### config.mk
export PLATFORM = sky130hd
export DESIGN_NAME = fb_frame_ctrl_flat
export DESIGN_NICKNAME = d
export VERILOG_FILES = /design/src/rtl/fb_frame_if.sv /design/src/rtl/fb_frame_ctrl.sv /design/src/flat_wrapper.sv
export SDC_FILE = /design/constraint.sdc
export NUM_CORES = 1
export LEC_CHECK = 0
export ABC_AREA = 1
export ABC_CLOCK_PERIOD_IN_PS = 2240
export BUFFER_PORTS_ARGS = -buffer_cell sky130_fd_sc_hd__buf_4
export CAP_MARGIN = 20
export CORE_UTILIZATION = 50
export CTS_BUF_LIST = sky130_fd_sc_hd__clkbuf_8
export DETAILED_ROUTE_END_ITERATION = 7
export PLACE_DENSITY_LB_ADDON = 0.2
export REMOVE_ABC_BUFFERS = 1
export SLEW_MARGIN = 0
export SYNTH_ARGS = -nofsm -noshare
export SYNTH_HDL_FRONTEND = slang
export SYNTH_SLANG_ARGS = --single-unit
### constraint.sdc
create_clock -name clk -period 2.24 [get_ports clk]
set_input_delay 0.448 -clock clk [delete_from_list [all_inputs] [get_ports clk]]
set_output_delay 0.448 -clock clk [all_outputs]
set_load 0.05 [all_outputs]
### src/rtl/fb_frame_if.sv
// Pixel-request and frame-buffer write bus shared by the pixel source, the
// frame controller and the frame-buffer RAM.
interface fb_frame_if #(
   parameter int unsigned ADDR_W = 19
) ();
   logic              px_valid;
   logic              px_ready;
   logic [9:0]        px_x;
   logic [9:0]        px_y;
   logic [7:0]        px_r;
   logic [7:0]        px_g;
   logic [7:0]        px_b;
   logic              px_last;
   logic              wr_en;
   logic              wr_bank;
   logic [ADDR_W-1:0] wr_addr;
   logic [23:0]       wr_data;

   modport master (
      output px_valid, px_x, px_y, px_r, px_g, px_b, px_last,
      input  px_ready, wr_en, wr_bank, wr_addr, wr_data
   );

   modport slave (
      input  px_valid, px_x, px_y, px_r, px_g, px_b, px_last,
      output px_ready, wr_en, wr_bank, wr_addr, wr_data
   );
endinterface

### src/rtl/fb_frame_ctrl.sv
// Double-buffer frame controller: clears the back bank, turns (x, y, rgb) pixel
// requests into linear RAM writes, and swaps banks on the next vblank rising edge.
module fb_frame_ctrl #(
   parameter int unsigned H_RES     = 640,
   parameter int unsigned V_RES     = 480,
   parameter int unsigned ADDR_W    = 19,
   parameter bit          CLEAR_EN  = 1'b1,
   parameter logic [23:0] CLEAR_RGB = 24'h000000
) (
   input  logic        clk,
   input  logic        rst_n,
   input  logic        vblank,
   fb_frame_if.slave   bus,
   output logic        front_sel,
   output logic        swap,
   output logic        busy,
   output logic [15:0] frame_cnt
);

   localparam int unsigned NPix = H_RES * V_RES;
   localparam int unsigned CntW = ADDR_W + 1;

   typedef enum logic [1:0] {StClear, StDraw, StWaitVb, StSwap} state_e;

   localparam state_e StReset = CLEAR_EN ? StClear : StDraw;

   state_e            state_q, state_d;
   logic [CntW-1:0]   clr_cnt_q, clr_cnt_d;
   logic              vb_q;
   logic              ready_q, ready_d;
   logic              wr_en_q, wr_en_d;
   logic [ADDR_W-1:0] wr_addr_q, wr_addr_d;
   logic [23:0]       wr_data_q, wr_data_d;
   logic              front_q, front_d;
   logic              swap_q, swap_d;
   logic [15:0]       frame_q, frame_d;
   logic              accept;
   logic              in_range;

   always_comb begin
      state_d   = state_q;
      clr_cnt_d = clr_cnt_q;
      wr_en_d   = 1'b0;
      wr_addr_d = wr_addr_q;
      wr_data_d = wr_data_q;
      front_d   = front_q;
      swap_d    = 1'b0;
      frame_d   = frame_q;
      accept    = bus.px_valid & ready_q;
      in_range  = (32'(bus.px_x) < H_RES) && (32'(bus.px_y) < V_RES);

      unique case (state_q)
         StClear: begin
            // Counter reaching NPix means the last clear write is already on the bus.
            if (clr_cnt_q == CntW'(NPix)) begin
               state_d = StDraw;
            end else begin
               wr_en_d   = 1'b1;
               wr_addr_d = clr_cnt_q[ADDR_W-1:0];
               wr_data_d = CLEAR_RGB;
               clr_cnt_d = clr_cnt_q + CntW'(1);
            end
         end
         StDraw: begin
            if (accept) begin
               if (in_range) begin
                  wr_en_d   = 1'b1;
                  wr_addr_d = ADDR_W'(32'(bus.px_y) * H_RES + 32'(bus.px_x));
                  wr_data_d = {bus.px_r, bus.px_g, bus.px_b};
               end
               if (bus.px_last) begin
                  state_d = StWaitVb;
               end
            end
         end
         StWaitVb: begin
            if (vblank && !vb_q) begin
               state_d = StSwap;
               front_d = ~front_q;
               swap_d  = 1'b1;
               frame_d = frame_q + 16'd1;
            end
         end
         StSwap: begin
            state_d   = CLEAR_EN ? StClear : StDraw;
            clr_cnt_d = '0;
         end
         default: state_d = StReset;
      endcase

      ready_d = (state_d == StDraw);
   end

   always_ff @(posedge clk) begin
      if (!rst_n) begin
         state_q   <= StReset;
         clr_cnt_q <= '0;
         vb_q      <= 1'b0;
         ready_q   <= 1'b0;
         wr_en_q   <= 1'b0;
         wr_addr_q <= '0;
         wr_data_q <= '0;
         front_q   <= 1'b0;
         swap_q    <= 1'b0;
         frame_q   <= '0;
      end else begin
         state_q   <= state_d;
         clr_cnt_q <= clr_cnt_d;
         vb_q      <= vblank;
         ready_q   <= ready_d;
         wr_en_q   <= wr_en_d;
         wr_addr_q <= wr_addr_d;
         wr_data_q <= wr_data_d;
         front_q   <= front_d;
         swap_q    <= swap_d;
         frame_q   <= frame_d;
      end
   end

   assign bus.px_ready = ready_q;
   assign bus.wr_en    = wr_en_q;
   assign bus.wr_bank  = ~front_q;
   assign bus.wr_addr  = wr_addr_q;
   assign bus.wr_data  = wr_data_q;
   assign front_sel    = front_q;
   assign swap         = swap_q;
   assign busy         = (state_q != StDraw);
   assign frame_cnt    = frame_q;

endmodule

### src/flat_wrapper.sv
// flat-port wrapper written by rule: the top's interface ports become plain ports
module fb_frame_ctrl_flat 
#(
   parameter int unsigned H_RES     = 640,
   parameter int unsigned V_RES     = 480,
   parameter int unsigned ADDR_W    = 19,
   parameter bit          CLEAR_EN  = 1'b1,
   parameter logic [23:0] CLEAR_RGB = 24'h000000
)
  (clk, rst_n, vblank, front_sel, swap, busy, frame_cnt, bus_px_valid, bus_px_x, bus_px_y, bus_px_r, bus_px_g, bus_px_b, bus_px_last, bus_px_ready, bus_wr_en, bus_wr_bank, bus_wr_addr, bus_wr_data);
  fb_frame_if #(.ADDR_W(ADDR_W)) bus_i ();
  input  logic clk;
  input  logic rst_n;
  input  logic vblank;
  output logic front_sel;
  output logic swap;
  output logic busy;
  output logic [15:0] frame_cnt;
  input wire logic [$bits(bus_i.px_valid)-1:0] bus_px_valid;
  input wire logic [$bits(bus_i.px_x)-1:0] bus_px_x;
  input wire logic [$bits(bus_i.px_y)-1:0] bus_px_y;
  input wire logic [$bits(bus_i.px_r)-1:0] bus_px_r;
  input wire logic [$bits(bus_i.px_g)-1:0] bus_px_g;
  input wire logic [$bits(bus_i.px_b)-1:0] bus_px_b;
  input wire logic [$bits(bus_i.px_last)-1:0] bus_px_last;
  output wire logic [$bits(bus_i.px_ready)-1:0] bus_px_ready;
  output wire logic [$bits(bus_i.wr_en)-1:0] bus_wr_en;
  output wire logic [$bits(bus_i.wr_bank)-1:0] bus_wr_bank;
  output wire logic [$bits(bus_i.wr_addr)-1:0] bus_wr_addr;
  output wire logic [$bits(bus_i.wr_data)-1:0] bus_wr_data;
  assign bus_i.px_valid = bus_px_valid;
  assign bus_i.px_x = bus_px_x;
  assign bus_i.px_y = bus_px_y;
  assign bus_i.px_r = bus_px_r;
  assign bus_i.px_g = bus_px_g;
  assign bus_i.px_b = bus_px_b;
  assign bus_i.px_last = bus_px_last;
  assign bus_px_ready = bus_i.px_ready;
  assign bus_wr_en = bus_i.wr_en;
  assign bus_wr_bank = bus_i.wr_bank;
  assign bus_wr_addr = bus_i.wr_addr;
  assign bus_wr_data = bus_i.wr_data;
  fb_frame_ctrl #(.H_RES(H_RES), .V_RES(V_RES), .ADDR_W(ADDR_W), .CLEAR_EN(CLEAR_EN), .CLEAR_RGB(CLEAR_RGB)) u_core (.clk(clk), .rst_n(rst_n), .vblank(vblank), .bus(bus_i), .front_sel(front_sel), .swap(swap), .busy(busy), .frame_cnt(frame_cnt));
endmodule
Word level (Yosys, flattened, before mapping)
Cells that the tools add are included.

Register bits after elaboration: 86. Bits in latches: 0. RAM bits: 0. Bits in read-only memories: 0. Bits of input ports: 49. Output and inout bits: 65. Logic and storage cells: 57. Memories kept: 0.

Add/subtract/negate cells: 3. Multiply operators: 1. Div/mod/pow operators: 0. Order comparisons: 2. Eq/ne operators: 9. Shifts and indexed selects: 0. Multiplexer cells: 20. Bitwise operators: 2. Reductions and logical operators: 10.

Operator list (count): $mux 24 (3); $mux 19 (3); $pmux 24 s2 (1); $pmux 20 s2 (1); $pmux 19 s2 (1); $add 20x1->20 const B (1); $eq 20x19->1 const B (1); $mux 20 (1); $add 19x10->19 (1); $add 16x1->16 const B (1); $mul 10x3->12 const B (1); $lt 10x10->1 const B (1); $lt 10x9->1 const B (1); $mux 2 (4); $pmux 2 s4 (1); $ne 2x1->1 const B (3); $reduce_and 2->1 (3); $eq 2x1->1 const B (2); $eq 2x2->1 const B (2); $mux 1 (4); $reduce_and 4->1 (1); $reduce_bool 2->1 (2); $logic_and 1x1->1 (2); $logic_not 2->1 (1); 5 further kinds (5).

Logic depth before layout (Yosys ltp)
Depth after elaboration: 5. Depth in mapped cells: 15. Mapped depth without buffers: 15.

Worst setup path before layout
No wires, ideal clock.

Path kind: input-to-reg. Start: input bus_px_y[1]. End: register u_core.wr_addr_q[18] (netlist: u_core.bus.wr_addr[18]). Library setup time: 0.132 ns. Arrival time: 2.266 ns. Required time: 2.108 ns. Path slack: -0.159 ns. Cell stages on the path: 14. Path buffers: 0. Cell sequence: ha_1 ha_1 fa_1 nand2_1 inv_1 nand2_1 nor2_1 nand3_1 nor2_1 nand2_1 nand2_1 nand3_1 nand2_1 a21oi_1.

Cells in the longest elaborated chain, start to end: 5. Elaborated cells on any way between the ends: 9. Classes of those cells: 1 x add/sub; 1 x mul; 1 x order compare; 1 x eq/ne; 3 x mux; 2 x reduce/logical.

RTL lines: from (decl) (line flat_wrapper.sv:21) `input wire logic [$bits(bus_i.px_y)-1:0] bus_px_y;`; $mul 10x3->12 (line fb_frame_ctrl.sv:68) `wr_addr_d = ADDR_W'(32'(bus.px_y) * H_RES + 32'(bus.px_x));`; $add 19x10->19 (line fb_frame_ctrl.sv:68); $mux 19 (line fb_frame_ctrl.sv:66) `if (in_range) begin`; $mux 19 (line fb_frame_ctrl.sv:65) `if (accept) begin`; $pmux 19 s2 (line fb_frame_ctrl.sv:52) `unique case (state_q)`; to (signal assigned) (line fb_frame_ctrl.sv:112) `wr_addr_q <= wr_addr_d;`; to (decl) (line fb_frame_ctrl.sv:32) `logic [ADDR_W-1:0] wr_addr_q, wr_addr_d;`.

Parallel ways exist; a longest one is shown, timed or not. The select of a mux whose other input is x is not followed. A chain may end at the register's enable or synchronous reset.

Final worst setup path
Ends and elaborated chain as after synthesis.

==> metrics <==
min cycle time layout 2.15 ns; Hold/Removal Path Class input port to flip-flop; Wirelength per Cell around 13 um; Reg power frac about 48%; post-route ant nets 0; CTS clk-pin slew, worst paths 0.09 ns; Layout Nets 848; Synth Register Bits 86; initial antenna violation count 0; die height between 90 and 100 um; Total Routing Usage GR 25.2%; leading area contributor after synthesis dfxtp_1; IO Port Bufs 113; largest net degree at the start of global routing 39; Total Power 3.19 mW; 1st-iter DRT viols 214; synth warn 0; Max Slew Vio Count 0; Post-synth top flop dfxtp_1; Initial Util 51.7%; Worst EP arrival 2.37 ns; top-area cell type share of the netlist area 38.0%; num rows 34; fill count 752; Slew @ Worst Pin roughly 0.63 ns; Worst VDD drop 355 uV; status complete, no violations; synth cell count leaders 143 x nand2_1, 86 x dfxtp_1, 68 x inv_1, 64 x o21ai_0, 62 x nand3_1; clk buf depth 2; htree depth 3; Core ar. 8760 um2; Die ar. 9440 um2; Setup CP Type input port to flip-flop; Psw 840 uW; worst slack, placed -0.381 ns; hold buffers post-CTS 0; number of I/O pins about 110; CTS tree built; RePlAce Congestion 0.880; Post-Route WL 11.7 mm; Layout area overhead 30.7%; internal power 2.35 mW; Min Hold Slack ~0.27 ns; Synth cell types 37; clock power share a little over a third; final setup vio count 0; Via Count 4754; Leak 2.55 nW; startpoint types input port; Detail Placement HPWL roughly 8.5 mm; Post-Place Cells 871; Max-Cap Viols 0; Pwr Density 539 nW/um2; Comb pwr share 15.0%; # diodes 0; Post-route DRC 0; most frequent cell after synthesis nand2_1; Req. time, crit path 2.46 ns; syn_area_per_cell 7.04 um2; vias in the first global route 4363; final worst slack 0.0870 ns; Layout Utilization 67.5%; Syn Inst Count 643; via/cell ratio 5.35; fraction of layout cells with a size suffix above 1 23.3%; clk root buf clkbuf_8; Fin. Hold Viols 0; Sw Share 26.3%; die width ~97 um; Critical Path Sink Type flip-flop; Post-Syn Area 4530 um2; fmax 464 MHz; clk_skew 0.0178 ns; DR pass1 iterations 7; sequential area share after synthesis a little under two fifths; Tcrit/Tclk final between 90% and 100%; Worst-Skew Late Latency 0.36 ns; Async SR Flop Fraction 0%; flop2flop setup slack 0.21 ns; global-route wire length before repair a little under 20 mm; number of CTS-inserted buffers 9; Slew headroom 58.2%; Post-synth EDFFs 0; clock sink count 86; non-filler instance count after layout 888; GRT overflow 0; CP Max Fanout 3; main area contributors after synthesis dfxtp_1 38%, nand2_1 12%, o21ai_0 7.1%, nand3_1 6.9%, ha_1 6.1%
kinds of logic after synthesis:
family / Yosys count / share of synthesized area, %
compound gates: 136 / 15.7
fa+ha+maj: 24 / 6.96
simple gates: 299 / 30.0
buf+inv: 94 / 8.54
xor+xnor: 4 / 0.774
flops: 86 / 38.0
path summary, 6_finish.rpt:
check                                            start                      to  depth (start not counted)
worst max-delay path                       bus_px_y[1]  u_core.bus.wr_addr[18]                         15
worst min-delay path                            vblank             u_core.vb_q                          3
worst max register to register    u_core.clr_cnt_q[13]  u_core.bus.wr_addr[18]                         11
worst min register to register  u_core.bus.wr_addr[18]  u_core.bus.wr_addr[18]                          2
worst max-delay path, cell delays in order:
cell	delay [ns]
buf_4	0.13
ha_4	0.24
ha_4	0.16
fa_2	0.52
nand2_1	0.05
inv_1	0.08
nand2_2	0.08
nor2_4	0.12
nand3_2	0.10
nor2_4	0.13
nand2_1	0.05
nand2_1	0.05
nand3_1	0.07
nand2_1	0.07
a21oi_1	0.06
final cells by class:
type / instances / area, um2 / area share, %
clock buffer: 11 / 151 / 2.56
clock inverter: 5 / 66.3 / 1.12
inverter: 71 / 272 / 4.59
multi-input combinational: 463 / 2490 / 42.0
sequential: 86 / 1720 / 29.1
tap: 108 / 135 / 2.28
timing repair buffer: 144 / 1080 / 18.3
sequential cells by signal, summed over array words and instances, names as in the netlist:
register and cells:
u_core.bus.px_ready 1, u_core.state_q 2, u_core.bus.wr_data 24, u_core.vb_q 1, u_core.clr_cnt_q 20, u_core.frame_cnt 16, u_core.swap 1, u_core.front_sel 1
u_core.bus.wr_en 1, u_core.bus.wr_addr 19
per-stage QoR:
step                instance area, um2  TNS [ns]
floorplan                         4410     -8.65
global placement                  5620     -1.65
detailed placement                5620     -1.86
CTS                               5840         0
global route                      5920   -0.0130
finish                            5920         0
placed cells by master (no fill, tap or decap), types with 2 or more instances in the layout:
cell,n
o21a_1,2
nor2_1,40
a211oi_1,2
nor3b_1,3
xor2_1,3
clkbuf_8,11
a21oi_1,51
nand3_2,4
o21ai_0,63
o21ai_1,5
nand2_4,3
nor2_2,2
clkinv_1,2
nand3b_1,6
nand4_1,13
nand3_1,61
ha_1,20
dfxtp_1,86
nor4_1,3
nand2_1,141
a31oi_1,9
inv_1,68
buf_4,143
nor2_4,5
clkinv_4,2
nand2_2,3
nor3_1,13
ha_4,2
timing repair:
action | 4_1_cts | 5_1_grt
gates resized for setup | 1 | 17
buffers inserted | 0 | 1
pin swaps | 0 | 4
setup endpoints to repair | 2 | 29
layer usage:
| metal | up-vias | track usage (%) | wire, um |
|---|---|---|---|
| met2 | 159 | 39.8 | 5310 |
| li1 | 2411 | - | - |
| met4 | 0 | 8.96 | 176 |
| met1 | 2169 | 34.0 | 5440 |
| met5 | - | 0 | 0 |
| met3 | 15 | 5.18 | 749 |
power groups by stage:
| stage | logic, mW | clock network (mW) | registers, mW |
|---|---|---|---|
| after floorplan | 0.215 | 0 | 1.59 |
| after detailed placement | 0.443 | 0 | 1.58 |
| after global routing | 0.530 | 1.27 | 1.55 |
| after global placement | 0.434 | 0 | 1.58 |
| after CTS | 0.447 | 1.19 | 1.55 |
| final | 0.478 | 1.17 | 1.55 |
Power figures use the tool's default switching activity.
